[src/rtl/mem_arbiter_v1_if.sv]
// Bundle of the two requester ports and the memory-unit pins around mem_arbiter_v1.
// master is the arbiter side; slave is the requesters plus memory unit.
interface mem_arbiter_v1_if #(
    parameter int unsigned addr_width = 10,
    parameter int unsigned data_width = 32
);
    logic                  if_req;
    logic [addr_width-1:0] if_addr;
    logic                  if_gnt;
    logic                  if_rvalid;
    logic [data_width-1:0] if_rdata;

    logic                  dm_req;
    logic                  dm_we;
    logic [addr_width-1:0] dm_addr;
    logic [data_width-1:0] dm_wdata;
    logic                  dm_gnt;
    logic                  dm_rvalid;
    logic [data_width-1:0] dm_rdata;

    logic [addr_width-1:0] mem_addr;
    logic [data_width-1:0] mem_data_in;
    logic                  mem_write_enable;
    logic                  mem_read_enable;
    logic [data_width-1:0] mem_data_out;

    logic                  busy;

    modport master (
        input  if_req, if_addr, dm_req, dm_we, dm_addr, dm_wdata, mem_data_out,
        output if_gnt, if_rvalid, if_rdata, dm_gnt, dm_rvalid, dm_rdata,
        output mem_addr, mem_data_in, mem_write_enable, mem_read_enable, busy
    );

    modport slave (
        output if_req, if_addr, dm_req, dm_we, dm_addr, dm_wdata, mem_data_out,
        input  if_gnt, if_rvalid, if_rdata, dm_gnt, dm_rvalid, dm_rdata,
        input  mem_addr, mem_data_in, mem_write_enable, mem_read_enable, busy
    );
endinterface

[src/rtl/mem_arbiter_v1.sv]
// Two-requester arbiter for a single-port memory with fixed read latency.
// DM has priority; IF is forced through after max_starve consecutive losses.
module mem_arbiter_v1 #(
    parameter int unsigned addr_width   = 10,
    parameter int unsigned data_width   = 32,
    parameter int unsigned read_latency = 1,
    parameter int unsigned max_starve   = 4
) (
    input  logic             clk,
    input  logic             rst,
    mem_arbiter_v1_if.master bus
);
    typedef enum logic [1:0] {StIdle, StAccess, StWait, StResp} state_e;

    state_e                state_q, state_d;
    logic [3:0]            starve_q, starve_d;
    logic [1:0]            lat_q, lat_d;
    logic                  owner_dm_q, owner_dm_d;
    logic                  if_gnt_q, if_gnt_d;
    logic                  dm_gnt_q, dm_gnt_d;
    logic                  if_rvalid_q, if_rvalid_d;
    logic                  dm_rvalid_q, dm_rvalid_d;
    logic [data_width-1:0] if_rdata_q, if_rdata_d;
    logic [data_width-1:0] dm_rdata_q, dm_rdata_d;
    logic [addr_width-1:0] mem_addr_q, mem_addr_d;
    logic [data_width-1:0] mem_wdata_q, mem_wdata_d;
    logic                  mem_we_q, mem_we_d;
    logic                  mem_re_q, mem_re_d;
    logic                  busy_q, busy_d;
    logic                  pick_if;

    always_comb begin
        state_d     = state_q;
        starve_d    = starve_q;
        lat_d       = lat_q;
        owner_dm_d  = owner_dm_q;
        if_gnt_d    = 1'b0;
        dm_gnt_d    = 1'b0;
        if_rvalid_d = 1'b0;
        dm_rvalid_d = 1'b0;
        if_rdata_d  = if_rdata_q;
        dm_rdata_d  = dm_rdata_q;
        mem_addr_d  = '0;
        mem_wdata_d = '0;
        mem_we_d    = 1'b0;
        mem_re_d    = 1'b0;
        pick_if     = bus.if_req && (!bus.dm_req || starve_q >= 4'(max_starve));

        unique case (state_q)
            StIdle: begin
                if (!bus.if_req) begin
                    starve_d = '0;
                end
                if (bus.if_req || bus.dm_req) begin
                    state_d = StAccess;
                    if (pick_if) begin
                        owner_dm_d = 1'b0;
                        if_gnt_d   = 1'b1;
                        mem_addr_d = bus.if_addr;
                        mem_re_d   = 1'b1;
                        starve_d   = '0;
                    end else begin
                        owner_dm_d  = 1'b1;
                        dm_gnt_d    = 1'b1;
                        mem_addr_d  = bus.dm_addr;
                        mem_we_d    = bus.dm_we;
                        mem_re_d    = !bus.dm_we;
                        mem_wdata_d = bus.dm_we ? bus.dm_wdata : '0;
                        // IF lost this round; saturate at the forcing threshold
                        if (bus.if_req && starve_q < 4'(max_starve)) begin
                            starve_d = starve_q + 4'd1;
                        end
                    end
                end
            end
            StAccess: begin
                if (mem_we_q) begin
                    state_d = StIdle;
                end else begin
                    state_d = StWait;
                    lat_d   = 2'(read_latency - 1);
                end
            end
            StWait: begin
                if (lat_q == 2'd0) begin
                    state_d = StResp;
                    if (owner_dm_q) begin
                        dm_rdata_d  = bus.mem_data_out;
                        dm_rvalid_d = 1'b1;
                    end else begin
                        if_rdata_d  = bus.mem_data_out;
                        if_rvalid_d = 1'b1;
                    end
                end else begin
                    lat_d = lat_q - 2'd1;
                end
            end
            StResp: begin
                state_d = StIdle;
            end
            default: begin
                state_d = StIdle;
            end
        endcase

        busy_d = (state_d != StIdle);
    end

    always_ff @(posedge clk) begin
        if (rst) begin
            state_q     <= StIdle;
            starve_q    <= '0;
            lat_q       <= '0;
            owner_dm_q  <= 1'b0;
            if_gnt_q    <= 1'b0;
            dm_gnt_q    <= 1'b0;
            if_rvalid_q <= 1'b0;
            dm_rvalid_q <= 1'b0;
            if_rdata_q  <= '0;
            dm_rdata_q  <= '0;
            mem_addr_q  <= '0;
            mem_wdata_q <= '0;
            mem_we_q    <= 1'b0;
            mem_re_q    <= 1'b0;
            busy_q      <= 1'b0;
        end else begin
            state_q     <= state_d;
            starve_q    <= starve_d;
            lat_q       <= lat_d;
            owner_dm_q  <= owner_dm_d;
            if_gnt_q    <= if_gnt_d;
            dm_gnt_q    <= dm_gnt_d;
            if_rvalid_q <= if_rvalid_d;
            dm_rvalid_q <= dm_rvalid_d;
            if_rdata_q  <= if_rdata_d;
            dm_rdata_q  <= dm_rdata_d;
            mem_addr_q  <= mem_addr_d;
            mem_wdata_q <= mem_wdata_d;
            mem_we_q    <= mem_we_d;
            mem_re_q    <= mem_re_d;
            busy_q      <= busy_d;
        end
    end

    assign bus.if_gnt           = if_gnt_q;
    assign bus.dm_gnt           = dm_gnt_q;
    assign bus.if_rvalid        = if_rvalid_q;
    assign bus.dm_rvalid        = dm_rvalid_q;
    assign bus.if_rdata         = if_rdata_q;
    assign bus.dm_rdata         = dm_rdata_q;
    assign bus.mem_addr         = mem_addr_q;
    assign bus.mem_data_in      = mem_wdata_q;
    assign bus.mem_write_enable = mem_we_q;
    assign bus.mem_read_enable  = mem_re_q;
    assign bus.busy             = busy_q;
endmodule
[src/flat_wrapper.sv]
// flat-port wrapper written by rule: the top's interface ports become plain ports
module mem_arbiter_v1_flat 
#(
    parameter int unsigned addr_width   = 10,
    parameter int unsigned data_width   = 32,
    parameter int unsigned read_latency = 1,
    parameter int unsigned max_starve   = 4
)
  (clk, rst, bus_if_req, bus_if_addr, bus_dm_req, bus_dm_we, bus_dm_addr, bus_dm_wdata, bus_mem_data_out, bus_if_gnt, bus_if_rvalid, bus_if_rdata, bus_dm_gnt, bus_dm_rvalid, bus_dm_rdata, bus_mem_addr, bus_mem_data_in, bus_mem_write_enable, bus_mem_read_enable, bus_busy);
  mem_arbiter_v1_if #(.addr_width(addr_width), .data_width(data_width)) bus_i ();
  input  logic clk;
  input  logic rst;
  input wire logic [$bits(bus_i.if_req)-1:0] bus_if_req;
  input wire logic [$bits(bus_i.if_addr)-1:0] bus_if_addr;
  input wire logic [$bits(bus_i.dm_req)-1:0] bus_dm_req;
  input wire logic [$bits(bus_i.dm_we)-1:0] bus_dm_we;
  input wire logic [$bits(bus_i.dm_addr)-1:0] bus_dm_addr;
  input wire logic [$bits(bus_i.dm_wdata)-1:0] bus_dm_wdata;
  input wire logic [$bits(bus_i.mem_data_out)-1:0] bus_mem_data_out;
  output wire logic [$bits(bus_i.if_gnt)-1:0] bus_if_gnt;
  output wire logic [$bits(bus_i.if_rvalid)-1:0] bus_if_rvalid;
  output wire logic [$bits(bus_i.if_rdata)-1:0] bus_if_rdata;
  output wire logic [$bits(bus_i.dm_gnt)-1:0] bus_dm_gnt;
  output wire logic [$bits(bus_i.dm_rvalid)-1:0] bus_dm_rvalid;
  output wire logic [$bits(bus_i.dm_rdata)-1:0] bus_dm_rdata;
  output wire logic [$bits(bus_i.mem_addr)-1:0] bus_mem_addr;
  output wire logic [$bits(bus_i.mem_data_in)-1:0] bus_mem_data_in;
  output wire logic [$bits(bus_i.mem_write_enable)-1:0] bus_mem_write_enable;
  output wire logic [$bits(bus_i.mem_read_enable)-1:0] bus_mem_read_enable;
  output wire logic [$bits(bus_i.busy)-1:0] bus_busy;
  assign bus_i.if_req = bus_if_req;
  assign bus_i.if_addr = bus_if_addr;
  assign bus_i.dm_req = bus_dm_req;
  assign bus_i.dm_we = bus_dm_we;
  assign bus_i.dm_addr = bus_dm_addr;
  assign bus_i.dm_wdata = bus_dm_wdata;
  assign bus_i.mem_data_out = bus_mem_data_out;
  assign bus_if_gnt = bus_i.if_gnt;
  assign bus_if_rvalid = bus_i.if_rvalid;
  assign bus_if_rdata = bus_i.if_rdata;
  assign bus_dm_gnt = bus_i.dm_gnt;
  assign bus_dm_rvalid = bus_i.dm_rvalid;
  assign bus_dm_rdata = bus_i.dm_rdata;
  assign bus_mem_addr = bus_i.mem_addr;
  assign bus_mem_data_in = bus_i.mem_data_in;
  assign bus_mem_write_enable = bus_i.mem_write_enable;
  assign bus_mem_read_enable = bus_i.mem_read_enable;
  assign bus_busy = bus_i.busy;
  mem_arbiter_v1 #(.addr_width(addr_width), .data_width(data_width), .read_latency(read_latency), .max_starve(max_starve)) u_core (.clk(clk), .rst(rst), .bus(bus_i));
endmodule
[config.mk]
export PLATFORM = sky130hd
export DESIGN_NAME = mem_arbiter_v1_flat
export DESIGN_NICKNAME = d
export VERILOG_FILES = /design/src/rtl/mem_arbiter_v1_if.sv /design/src/rtl/mem_arbiter_v1.sv /design/src/flat_wrapper.sv
export SDC_FILE = /design/constraint.sdc
export NUM_CORES = 1
export LEC_CHECK = 0
export ABC_AREA = 0
export CELL_PAD_IN_SITES_DETAIL_PLACEMENT = 2
export CELL_PAD_IN_SITES_GLOBAL_PLACEMENT = 2
export CORE_MARGIN = 10
export CORE_UTILIZATION = 22
export DETAILED_ROUTE_END_ITERATION = 8
export PLACE_DENSITY = 0.86
export REMOVE_ABC_BUFFERS = 1
export SLEW_MARGIN = 20
export SYNTH_ARGS = -nofsm -noshare
export SYNTH_HDL_FRONTEND = slang
export SYNTH_SLANG_ARGS = --single-unit
[constraint.sdc]
create_clock -name clk -period 2.2 [get_ports clk]
set_clock_uncertainty 0.1 [all_clocks]
set_input_delay 0.55 -clock clk [delete_from_list [all_inputs] [get_ports clk]]
set_output_delay 0.55 -clock clk [all_outputs]
set_load 0.1 [all_outputs]
# Word-level counts from Yosys, hierarchy flattened
# Cells that the tools add are included.
# Widths: inputs -> output; s select.
# op_classes
n_reduce_logical	18
n_mul	0
order_cmp	2
div	0
mux	17
n_eq_ne	5
add_sub_neg	2
bitwise	6
n_shift	0
# ops
op	n
$mux 4	4
$mux 10	1
$mux 2	5
$reduce_and 3->1	3
$pmux 2 s4	1
$not 1->1	6
$reduce_or 3->1	2
$mux 1	5
$reduce_or 5->1	1
$add 4x1->4 const B	1
$eq 2x2->1 const B	2
$ge 4x3->1 const B	1
$logic_not 2->1	2
$lt 4x3->1 const B	1
$ne 2x2->1 const B	2
$pmux 2 s2	1
$reduce_bool 2->1	2
$reduce_or 4->1	1
$eq 2x1->1 const B	1
$logic_and 1x1->1	2
$logic_not 1->1	2
$logic_or 1x1->1	2
$reduce_and 2->1	1
$sub 2x1->2 const B	1
# word_totals
memories	0
in_bits	89
reg_bits	122
output_inout_bits	113
ram_bits	0
rom_bits	0
latch_bits	0
wordCells	65

# Depth between registers and ports, before layout
# depth
depth_word	5
ltp_mapped	8
mapped_depth_nobuf	5

# Worst setup path after synthesis
# No wires, ideal clock.
# synth_path
path_type	reg2reg
from	register u_core.mem_we_q (netlist: u_core.bus.mem_write_enable)
to	register u_core.lat_q[0]
t_required_ns	2.041
setup_time_ns	0.059
arrival_ns	1.594
n_path_buf	0
period_less_slack_ns	1.754
slack_ns	0.446
stages_incl_launch_ff	4
cell_sequence	dfxtp_1 -> a22oi_1 -> a211o_1 -> nand2_1
# synth_between
elab_chain_len	2
# synth_rtl
element	line_no	text
start, declared	mem_arbiter_v1.sv:27	logic mem_we_q, mem_we_d;
start signal, assigned	mem_arbiter_v1.sv:139	mem_we_q <= mem_we_d;
$ne 2x2->1 (no line)	n/a	
$reduce_and 3->1 (no line)	n/a	
end signal, assigned	mem_arbiter_v1.sv:129	lat_q <= lat_d;
end, declared	mem_arbiter_v1.sv:17	logic [1:0] lat_q, lat_d;
# No other way between the ends.
# A chain may end at the register's enable or synchronous reset.

# Final worst setup path
# layout_path
from	register u_core.state_q[0]
to	register u_core.mem_wdata_q[22] (netlist: u_core.bus.mem_data_in[22])
# layout_between
elab_chain_len	3
# layout_rtl
element	line_no	text
start, declared	mem_arbiter_v1.sv:15	state_e state_q, state_d;
start signal, assigned	mem_arbiter_v1.sv:111	state_q <= StIdle;
start signal, assigned	mem_arbiter_v1.sv:127	state_q <= state_d;
$logic_not 2->1	mem_arbiter_v1.sv:49	unique case (state_q)
$not 1->1 (no line)	n/a	
$reduce_or 5->1 (no line)	n/a	
end signal, assigned	mem_arbiter_v1.sv:138	mem_wdata_q <= mem_wdata_d;
end, declared	mem_arbiter_v1.sv:26	logic [data_width-1:0] mem_wdata_q, mem_wdata_d;
# No other way between the ends.

==> results.md <==
- Initial antenna violation count: 1
- Largest net degree at the start of global routing: 78
- Internal power: 5.11 mW
- Worst hold margin: 0.359 ns
- Post-Synth XOR/XNOR Area: 0
- NetSw: 3.67 mW
- List of most frequent post-synthesis cells: 132 x nand2_1, 122 x dfxtp_1, 68 x a21oi_1
- Count of cell types in the netlist: 33
- Fillers: 1,952
- Routed WL: 16,300 µm
- Drt pass-1 iters: 4
- Vias in the first global route: 4,562
- # setup viols final: 0
- Syn. warnings: 0
- Synth Area in Compound Gates: 0.126
- Dpl ws: -0.166 ns
- Post-synth ARST share: 0
- Clock period minus worst slack: 1.79 ns
- CTS max path bufs: 2
- PortBufs: 201
- Worst Setup Start Kind: flip-flop
- Via count: 3,883
- Crit Path Category: reg -> reg
- Switching Share: 0.418
- Post-synth top area share: 0.602
- Max Fclk: 0.559 GHz
- Total of max-cap violations: 0
- RePlAce Congestion: 0.739
- CTS H-Tree Depth: 4
- Worst-path clk slew: 0.06 ns
- Largest area contributor in the netlist: dfxtp_1
- Post-layout power: 8.78 mW
- Tcrit/Tclk final: 0.813
- Ratio of cells with drive above 1 in the final layout: 0.235
- Hold Violations, Final: 0
- Clk_lat worst skew: 0.41 ns
- Most common cell in the netlist: nand2_1
- Post-synthesis mux area share: 0
- Post-CTS Setup Inserts: 0
- PnR worst setup slack: 0.411 ns
- Die Span Y: 156 µm
- Via/cell ratio: 4.39
- Largest family of logic cells by synthesized area: simple AND/OR/NAND/NOR gates
- Hold-critical path depth: 2
- Tot GR Track Use: 0.133
- Area of the multi-input gates: 1470 µm²
- Status: finished, final reports clean
- FF+latch count, synth: 122
- Required @ worst endpoint: 2.45 ns
- Worst setup EP type: flip-flop
- Final cell count without fillers: 885
- Hold-fix buffers, CTS: 0
- Global-route wire length before repair: 25,400 µm
- Avg WL per Cell: 18.5 µm
- Final nets: 738
- N_diodes: 0
- Slew Limit Fails: 0
- Max_slew headroom: 0.429
- Number of enable flip-flop cells after synthesis: 0
- Most used DFF post-synth: dfxtp_1
- Synth area leaders: dfxtp_1 60%, nand2_1 12%, a21oi_1 8.4%, and2_1 4.9%, a22o_1 2.4%
- Hold endpoint: u_core.bus.dm_rdata[28]
- Hold path startpoint: u_core.bus.dm_rdata[28]
- Starting Density: 0.225
- Peak supply drop: 0.671 mV
- Adder-cell share of the synthesized area: 0.0185
- Initial DRC count: 90
- Placed Cells: 853
- Sequential cell area: 2440 µm²
- Die Area: 24,300 µm²
- Num ports: 202
- Worst Max-Slew Pin Slew: 0.856 ns
- Worst reg2reg path endpoint: u_core.bus.mem_data_in[22]
- DRC: 0
- Hold Path Class: reg -> reg
- Maximum fanout along the worst path: 33
- Comb pwr share: 0.382
- Row count: 49
- R2R setup slack: 0.41 ns
- CTS sink cnt: 122
- Power share of the clock group: 0.317
- Synthesized area: 4060 µm²
- RSZ-0062 raised after global routing: no
- Pwr Density: 1320 nW/µm²
- P_leak: 2.74 nW
- Reg2Reg Launch Point: u_core.state_q[0]
- Global route overflow: 0
- Mean post-synth cell area: 9.15 µm²
- Inserted Clock Buffers: 17
- Buffer type at the clock tree root: clkbuf_16
- CTS tree: done
- Post-cts resize count: 0
- Sequential-to-total area share from yosys stat: 0.602
- Worst reg2reg path depth: 5
- Core area: 18,000 µm²
- Simple-gate area share of the yosys netlist: 0.217
- WP data arrival: 2.04 ns
- DIE WIDTH: 156 µm
- Post-synthesis cell count: 443
- ANT nets after route: 0
- Post-DP HPWL: 12,300 µm
- Area grow syn2layout: 63.9%
- Sequential share of power: 0.301
## power groups by stage
stage                     Combinational, mW  Sequential [mW]  Clock (mW)
after detailed placement               3.40             2.69           0
final                                  3.35             2.64        2.79
after global placement                 3.29             2.67           0
after global routing                   3.54             2.68        2.98
after floorplan                       0.629             4.42           0
after CTS                              3.41             2.65        2.87
## layout by cell type (no fill, tap or decap), types with 3 or more instances in the layout
master | synthesis | final
ha_1 | 6 | 6
a22o_1 | 11 | 11
nor2_1 | 6 | 6
nor3b_1 | 3 | 3
nand3_1 | 4 | 4
buf_4 | 0 | 117
clkbuf_8 | 0 | 5
buf_12 | 0 | 4
clkdlybuf4s50_1 | 0 | 87
inv_1 | 5 | 5
and2_1 | 32 | 32
nand2b_1 | 3 | 3
nand2_1 | 132 | 132
dfxtp_1 | 122 | 122
a21oi_1 | 68 | 68
clkbuf_1 | 13 | 4
clkbuf_16 | 0 | 17
## final cells by class
cell class / instances / share of cell area
flip-flops and latches: 122 / 0.368
inverters: 5 / 0.00282
clock inverters: 6 / 0.0128
multi-input cells: 288 / 0.221
well taps: 229 / 0.0431
repair buffers: 209 / 0.276
clock buffers: 26 / 0.0766
## registers in the layout, summed over array words and instances, names as in the netlist
| signal | cells |
|---|---|
| u_core.bus.dm_rdata | 32 |
| u_core.bus.if_rdata | 32 |
| u_core.bus.mem_data_in | 32 |
| u_core.bus.mem_addr | 10 |
| u_core.starve_q | 4 |
| u_core.lat_q | 2 |
| u_core.state_q | 2 |
| u_core.bus.busy | 1 |
| u_core.bus.dm_gnt | 1 |
| u_core.bus.dm_rvalid | 1 |
| u_core.bus.if_gnt | 1 |
| u_core.bus.if_rvalid | 1 |
| u_core.bus.mem_read_enable | 1 |
| u_core.bus.mem_write_enable | 1 |
| u_core.owner_dm_q | 1 |
## per-stage QoR
stage	TNS (ns)	instance area [µm²]	util
CTS	0	6640	0.369
detailed placement	-4.87	6050	0.336
finish	0	6650	0.369
global placement	-0.102	6050	0.336
global route	0	6650	0.369
floorplan	0	3930	-
## logic make-up (layout without fill, tap and decap cells)
logic type	Yosys count	after routing
buf+inv	33	246
simple gates	193	193
fa+ha+maj	6	6
compound gates	89	89
flops	122	122
## worst max-delay path, stage by stage, from the launching register on
cell and delay, ns:
dfxtp_1 0.31, inv_1 0.14, ha_1 0.20, nor2b_2 0.20, and4_2 0.57, and2_1 0.20
## per-layer routing
metal	part of all wire	vias up	GRT usage
met5	0	-	0
met4	0.012	0	0.0401
met3	0.093	16	0.0623
met2	0.50	142	0.234
met1	0.39	1879	0.137
li1	-	1846	-
## worst max-delay path by stage
stage,slack (ns),to,cells after the start,from
2_1_floorplan,0.43,u_core.bus.dm_rdata[0],5,u_core.state_q[0]
3_3_place_gp,-0.009,u_core.bus.mem_data_in[10],4,bus_if_req
3_5_place_dp,-0.17,u_core.bus.mem_data_in[21],4,bus_if_req
4_1_cts,0.07,u_core.bus.mem_data_in[26],5,u_core.state_q[0]
5_1_grt,0.20,u_core.bus.mem_data_in[26],5,u_core.state_q[0]
6_report,0.41,u_core.bus.mem_data_in[22],5,u_core.state_q[0]
No activity file was read; power rests on OpenSTA's default activity.
